### src/rtl/cpu_sequencer_if.sv
// Fetch/execute bus between cpu_sequencer, the instruction ROM and the decoder.
// SEQ_SINGLE_STEP_EN adds the step_mode/step controls.
interface cpu_sequencer_if;
  logic        run;
  logic [7:0]  rom_addr;
  logic [23:0] rom_data;
  logic [23:0] ir;
  logic [7:0]  pc;
  logic        jump_en;
  logic [7:0]  jump_addr;
  logic        exec_en;
  logic        halted;
  logic        busy;
  logic [15:0] retired;
`ifdef SEQ_SINGLE_STEP_EN
  logic        step_mode;
  logic        step;

  modport slave (
    input  run, rom_data, jump_en, jump_addr, step_mode, step,
    output rom_addr, ir, pc, exec_en, halted, busy, retired
  );

  modport master (
    output run, rom_data, jump_en, jump_addr, step_mode, step,
    input  rom_addr, ir, pc, exec_en, halted, busy, retired
  );
`else
  modport slave (
    input  run, rom_data, jump_en, jump_addr,
    output rom_addr, ir, pc, exec_en, halted, busy, retired
  );

  modport master (
    output run, rom_data, jump_en, jump_addr,
    input  rom_addr, ir, pc, exec_en, halted, busy, retired
  );
`endif
endinterface

### src/rtl/cpu_sequencer.sv
// Fetch/execute sequencer: owns the PC, latches the instruction word, emits one exec_en per instruction.
// Optional single-step control is enabled by defining SEQ_SINGLE_STEP_EN.
module cpu_sequencer #(
  parameter logic [7:0] OPC_RD   = 8'h13,
  parameter logic [7:0] OPC_HLT  = 8'hFF,
  parameter logic [7:0] RESET_PC = 8'h00
) (
  input  logic           clk,
  input  logic           rst,
  cpu_sequencer_if.slave bus
);

  typedef enum logic [2:0] {
    S_IDLE,
    S_FETCH,
    S_LATCH,
    S_MEMW,
    S_EXEC,
    S_HALT
  } state_t;

  state_t      r_state;
  state_t      w_next;
  logic [7:0]  r_pc;
  logic [23:0] r_ir;
  logic        r_exec_en;
  logic        r_halted;
  logic        r_busy;
  logic [15:0] r_retired;
  logic        w_start;
  logic        w_continue;
  logic [7:0]  w_opcode;

  assign w_opcode = bus.rom_data[23:16];

`ifdef SEQ_SINGLE_STEP_EN
  // In step mode a pulse is only honoured from IDLE, and EXEC always parks back in IDLE.
  assign w_start    = bus.step_mode ? bus.step : bus.run;
  assign w_continue = bus.run & ~bus.step_mode;
`else
  assign w_start    = bus.run;
  assign w_continue = bus.run;
`endif

  always_ff @(posedge clk) begin
    if (rst) r_state <= S_IDLE;
    else     r_state <= w_next;
  end

  always_comb begin
    w_next = r_state;
    case (r_state)
      S_IDLE:  if (w_start) w_next = S_FETCH;
      S_FETCH: w_next = S_LATCH;
      S_LATCH: begin
        if (w_opcode == OPC_RD)       w_next = S_MEMW;
        else if (w_opcode == OPC_HLT) w_next = S_HALT;
        else                          w_next = S_EXEC;
      end
      S_MEMW:  w_next = S_EXEC;
      S_EXEC:  w_next = w_continue ? S_FETCH : S_IDLE;
      S_HALT:  w_next = S_HALT;
      default: w_next = S_IDLE;
    endcase
  end

  // Status outputs are registered from the next state so they line up with r_state.
  always_ff @(posedge clk) begin
    if (rst) begin
      r_pc      <= RESET_PC;
      r_ir      <= '0;
      r_exec_en <= 1'b0;
      r_halted  <= 1'b0;
      r_busy    <= 1'b0;
      r_retired <= '0;
    end else begin
      r_exec_en <= (w_next == S_EXEC);
      r_halted  <= (w_next == S_HALT);
      r_busy    <= (w_next != S_IDLE) && (w_next != S_HALT);
      if (r_state == S_LATCH) r_ir <= bus.rom_data;
      if (r_state == S_EXEC) begin
        r_pc      <= bus.jump_en ? bus.jump_addr : r_pc + 8'd1;
        r_retired <= r_retired + 16'd1;
      end
    end
  end

  assign bus.rom_addr = r_pc;
  assign bus.pc       = r_pc;
  assign bus.ir       = r_ir;
  assign bus.exec_en  = r_exec_en;
  assign bus.halted   = r_halted;
  assign bus.busy     = r_busy;
  assign bus.retired  = r_retired;

endmodule

### src/flat_wrapper.sv
// flat-port wrapper written by rule: the top's interface ports become plain ports
module cpu_sequencer_flat 
#(
  parameter logic [7:0] OPC_RD   = 8'h13,
  parameter logic [7:0] OPC_HLT  = 8'hFF,
  parameter logic [7:0] RESET_PC = 8'h00
)
  (clk, rst, bus_run, bus_rom_data, bus_jump_en, bus_jump_addr, bus_rom_addr, bus_ir, bus_pc, bus_exec_en, bus_halted, bus_busy, bus_retired);
  cpu_sequencer_if bus_i ();
  input  logic clk;
  input  logic rst;
  input wire logic [$bits(bus_i.run)-1:0] bus_run;
  input wire logic [$bits(bus_i.rom_data)-1:0] bus_rom_data;
  input wire logic [$bits(bus_i.jump_en)-1:0] bus_jump_en;
  input wire logic [$bits(bus_i.jump_addr)-1:0] bus_jump_addr;
  output wire logic [$bits(bus_i.rom_addr)-1:0] bus_rom_addr;
  output wire logic [$bits(bus_i.ir)-1:0] bus_ir;
  output wire logic [$bits(bus_i.pc)-1:0] bus_pc;
  output wire logic [$bits(bus_i.exec_en)-1:0] bus_exec_en;
  output wire logic [$bits(bus_i.halted)-1:0] bus_halted;
  output wire logic [$bits(bus_i.busy)-1:0] bus_busy;
  output wire logic [$bits(bus_i.retired)-1:0] bus_retired;
  assign bus_i.run = bus_run;
  assign bus_i.rom_data = bus_rom_data;
  assign bus_i.jump_en = bus_jump_en;
  assign bus_i.jump_addr = bus_jump_addr;
  assign bus_rom_addr = bus_i.rom_addr;
  assign bus_ir = bus_i.ir;
  assign bus_pc = bus_i.pc;
  assign bus_exec_en = bus_i.exec_en;
  assign bus_halted = bus_i.halted;
  assign bus_busy = bus_i.busy;
  assign bus_retired = bus_i.retired;
  cpu_sequencer #(.OPC_RD(OPC_RD), .OPC_HLT(OPC_HLT), .RESET_PC(RESET_PC)) u_core (.clk(clk), .rst(rst), .bus(bus_i));
endmodule
### config.mk
export PLATFORM = sky130hd
export DESIGN_NAME = cpu_sequencer_flat
export DESIGN_NICKNAME = d
export VERILOG_FILES = /design/src/rtl/cpu_sequencer_if.sv /design/src/rtl/cpu_sequencer.sv /design/src/flat_wrapper.sv
export SDC_FILE = /design/constraint.sdc
export NUM_CORES = 1
export LEC_CHECK = 0
export ABC_CLOCK_PERIOD_IN_PS = 2500
export CAP_MARGIN = 5
export CELL_PAD_IN_SITES_DETAIL_PLACEMENT = 0
export CELL_PAD_IN_SITES_GLOBAL_PLACEMENT = 1
export CORE_UTILIZATION = 23
export DETAILED_ROUTE_END_ITERATION = 8
export GPL_TIMING_DRIVEN = 0
export PLACE_DENSITY_LB_ADDON = 0.2
export SYNTH_ARGS = -nofsm -noshare
export SYNTH_HDL_FRONTEND = slang
export SYNTH_SLANG_ARGS = --single-unit
### constraint.sdc
create_clock -name clk -period 2.5 [get_ports clk]
set_clock_uncertainty 0.05 [all_clocks]
set_input_delay 0.5 -clock clk [delete_from_list [all_inputs] [get_ports clk]]
set_output_delay 0.5 -clock clk [all_outputs]
set_load 0.03 [all_outputs]
; ---- After elaboration in Yosys (flattened, before gate mapping)
; Cells that the tools add are included.
[classes]
n_addsub = 2
n_eq_ne = 10
muxes = 6
n_reduce_logical = 3
[ops]
columns = cell, n
row1 = one-hot mux 3 bit (6 select lines), 1
row2 = "adder 16 x 1 -> 16 bit, second input constant", 1
row3 = "== test 3 bit, second input constant", 4
row4 = "adder 8 x 1 -> 8 bit, second input constant", 1
row5 = "== test 8 x 5 -> 1 bit, second input constant", 1
row6 = "== test 8 bit, second input constant", 1
row7 = two-way mux 8 bit, 1
row8 = "== test 3 x 2 -> 1 bit, second input constant", 2
row9 = two-way mux 3 bit, 2
row10 = "== test 3 x 1 -> 1 bit, second input constant", 1
row11 = logical NOT 3 bit, 1
row12 = "inequality test 3 bit, second input constant", 1
row13 = nonzero test 3 bit, 1
row14 = two-way mux 1 bit, 2
row15 = logical AND 1 bit, 1
[word_totals]
register_bits = 54
input_bits = 36
out_inout_bits = 59
elab_cells = 28

; ---- Depth between registers and ports, before layout
[logic_depth]
ltp_word = 6
ltp_mapped = 6
ltp_nobuf = 5

; ---- Least setup slack after synthesis
; Ideal clock, no wire load.
[synth_timing]
kind = input to register
from = input bus_rom_data[19]
to = register u_core.r_exec_en, in the netlist u_core.bus.exec_en
setup_ps = 115
t_arrival_ps = 1718
t_required_ps = 2335
slack_ps = 617
stages = 4
path_cell_list = or4_4 > mux2_2 > o32a_1 > and2_1
[synth_via]
elab_chain_len = 5
[synth_rtl]
columns = item, line
row1 = start: declaration, flat_wrapper.sv:13  ; input wire logic [$bits(bus_i.rom_data)-1:0] bus_rom_data;
row2 = == test 8 bit, cpu_sequencer.sv:57  ; else if (w_opcode == OPC_HLT) w_next = S_HALT;
row3 = two-way mux 1 bit, cpu_sequencer.sv:57
row4 = two-way mux 3 bit (*), cpu_sequencer.sv:56  ; if (w_opcode == OPC_RD) w_next = S_MEMW;
row5 = one-hot mux 3 bit (6 select lines) (*), cpu_sequencer.sv:52  ; case (r_state)
row6 = == test 3 bit (*), cpu_sequencer.sv:77  ; r_exec_en <= (w_next == S_EXEC);
row7 = end signal: assignment, cpu_sequencer.sv:77
row8 = end: declaration, cpu_sequencer.sv:26  ; logic r_exec_en;
; Every way passes the cells marked *; elsewhere a longest branch is shown, timed or not.
; A chain may end at the register's enable or synchronous reset.

; ---- Worst setup path in the final report
[layout_timing]
from = register u_core.r_pc[4], in the netlist u_core.bus.pc[4]
to = output bus_rom_addr[4]
[layout_lines]
columns = item, line
row1 = start: declaration, cpu_sequencer.sv:24  ; logic [7:0] r_pc;
row2 = start signal: assignment, cpu_sequencer.sv:82  ; r_pc <= bus.jump_en ? bus.jump_addr : r_pc + 8'd1;
row3 = end: declaration, flat_wrapper.sv:16  ; output wire logic [$bits(bus_i.rom_addr)-1:0] bus_rom_addr;
; No word-level cell between the ends.

==> out/qor.csv <==
stage;metric;value;unit
timing;min_period;2.19;ns
clock_tree;cts_tree;done;
logic_synthesis;synth-seq-cells;54;
logic_synthesis;seq_area_frac_synth;46.2;%
detailed_routing;drc_errors;0;
global_routing;grt_pass1_wl;10.5;mm
detailed_routing;initialDrtViolationCount;107;
timing;drv_slew;0;
worst_setup_path;end_kind;output pin;
worst_setup_path;crit_arrival;1.64;ns
placed_design;gp_congestion;0.738;
power_and_ir_drop;peakVddDrop;0.208;mV
detailed_routing;via_per_inst;4.43;
detailed_routing;wl_per_cell;12.8;µm
clock_tree;post_cts_resized;0;
timing;max_slew_margin;44.2;%
timing;fmax;457;MHz
clock_tree;clock_sinks;54;
timing;fin_crit_sh;87.5;%
logic_synthesis;yosys_warnings;0;
die;core_area;0.00982;mm²
power_and_ir_drop;pwr_density_cell;462;mW/mm²
placed_design;hpwl;4.77;mm
timing;final_hold_viol_count;0;
flow_run;cap_violations;0;
logic_synthesis;synth_edf_count;0;
detailed_routing;totalWireLength;6.63;mm
worst_setup_path;r2r_slack;0.48;ns
timing;worst_pin_slew;0.835;ns
detailed_routing;vias;2305;
global_routing;gr-total-overflow;0;
final_layout;area_growth;50.1;%
die;die_h;103;µm
die;io_pins;95;
placed_design;dpl_worst_slack;0.0488;ns
final_layout;multi_input_area;0.00111;mm²
power_and_ir_drop;p_leak;1.18;nW
clock_tree;cts_buffer_depth;2;
die;fp-row-count;36;
timing;setup_viol;0;
detailed_routing;drt_first_pass_iters;4;
logic_synthesis;syn-cell-area;0.00234;mm²
clock_tree;root_buffer;clkbuf_8;
timing;setup_tns;0;ns
final_layout;stdcell_count;520;
placed_design;dp_cells;512;
final_layout;final_area;0.00351;mm²
placed_design;placed_cell_area;0.00343;mm²
placed_design;port_buffers;92;
worst_setup_path;start_kind;flop;
global_routing;grt_max_degree;17;
global_routing;antenna_found_initial;0;
min_path;hp-class;reg -> reg;
logic_synthesis;syn_inst;287;
global_routing;grt_pass1_vias;2122;
clock_tree;h-tree-depth;2;
die;fp.dieArea;0.0106;mm²
global_routing;grt.total_usage;12.8;%
power_and_ir_drop;total_power;1.62;mW
clock_tree;cts_post_setup_buffers_inserted;0;
logic_synthesis;async_reset_ff_share;0;%
timing;grt_setup_unrepaired;false;
final_layout;fillCellCount;1077;
worst_setup_path;required;1.95;ns
logic_synthesis;synth_ff_type;dfxtp_1;
worst_setup_path;cp_max_fo;8;
worst_setup_path;critPathKind;reg -> out;
final_layout;ff_latch_area;0.00108;mm²
status;status;complete, no violations;
clock_tree;clk_latency;0.31;ns
final_layout;drive_gt1_share;6.72;%
die;die_w;103;µm
timing;setup_slack;0.312;ns
logic_synthesis;avgSynthCellArea;8.16;µm²
final_layout;diodes;0;
clock_tree;clkTransAtPathRegs;0.11;ns
clock_tree;cts_buffers;5;
detailed_routing;drtAntennaViolNets;0;
timing;hold_ws;0.410;ns
logic_synthesis;synth.distinct_cells;41;
logic_synthesis;synth_nets;325;
die;start_util;23.8;%
final_layout;layout.nets;424;
final_layout;post-route-util;35.8;%
clock_tree;cts_hold_buf;0;
-- critical path, stage by stage, from the launching register on --
cell             delay [ns]
dfxtp_1                0.51
buf_4                  0.16
clkdlybuf4s50_1        0.65
-- where the power goes --
group / leakage [nW] / switching [mW] / internal [mW]
sequential: 0.437 / 0.0120 / 0.879
clock: 0.0452 / 0.297 / 0.199
combinational: 0.700 / 0.123 / 0.113
total: 1.18 / 0.431 / 1.19
-- final timing paths --
kind / start / end / cells past startpoint
setup / recovery: u_core.bus.pc[4] / bus_rom_addr[4] / 2
hold / removal: u_core.bus.ir[18] / u_core.bus.ir[18] / 2
setup reg to reg: u_core.r_state[1] / u_core.bus.ir[23] / 5
hold reg to reg: u_core.bus.ir[18] / u_core.bus.ir[18] / 2
-- cells in the mapped netlist, types with 5 or more instances --
cell      count  area, µm²
a21oi_1      39        195
and3_1        5       31.3
buf_2         5       25.0
buf_4         8       60.1
clkbuf_1     13       48.8
dfxtp_1      54       1080
nand2_1      59        221
nand3_1      10       50.1
nand4_1       6       37.5
nor2_1       15       56.3
o21ai_0       8       40.0
o31ai_1       7       52.6
xor2_1        7       61.3
-- per-layer routing --
layer	vias to the layer above	routed length [µm]	GRT usage [%]
li1	1190	-	-
met5	-	0	0
met4	0	93	3.79
met3	6	280	2.92
met1	1054	3070	17.1
met2	55	3200	20.8
-- sequential cells by signal (all words and copies together), names as in the netlist --
signal              count
u_core.bus.ir          24
u_core.bus.retired     16
u_core.bus.pc           8
u_core.r_state          3
u_core.bus.busy         1
u_core.bus.exec_en      1
u_core.bus.halted       1
-- placed cells by master (no fill, tap or decap), types with 2 or more instances in the layout --
master,instances
buf_4,8
a21oi_1,39
o22ai_1,2
clkbuf_8,5
ha_1,2
nor2b_1,3
dfxtp_1,54
clkdlybuf4s50_1,92
o31ai_1,7
buf_2,5
xor2_1,7
or3_1,4
mux2i_1,2
nand2_1,59
o21ai_0,8
nor3b_1,3
clkbuf_1,14
nand4_1,6
nand3_1,10
inv_1,4
a31oi_1,3
or4_1,4
and3_1,5
nor2_1,15
nor3_1,3
a211oi_1,4
-- final cells by class --
type,count,area share (%)
Tap cell,133,4.73
Sequential cell,54,30.8
Buffer,26,3.81
Multi-Input combinational cell,203,31.6
Inverter,4,0.427
Timing Repair Buffer,92,26.2
Clock buffer,6,2.06
Clock inverter,2,0.392
-- cell families after synthesis --
logic type / Yosys count / synth area share [%]
and+or+nand+nor: 122 / 25.3
AOI/OAI and AO/OA: 68 / 16.8
DFF: 54 / 46.2
buffers and inverters: 30 / 6.36
xor gates and xnor gates: 8 / 2.99
muxes: 3 / 1.34
adders and majority gates: 2 / 1.07
Power figures use the tool's default switching activity.
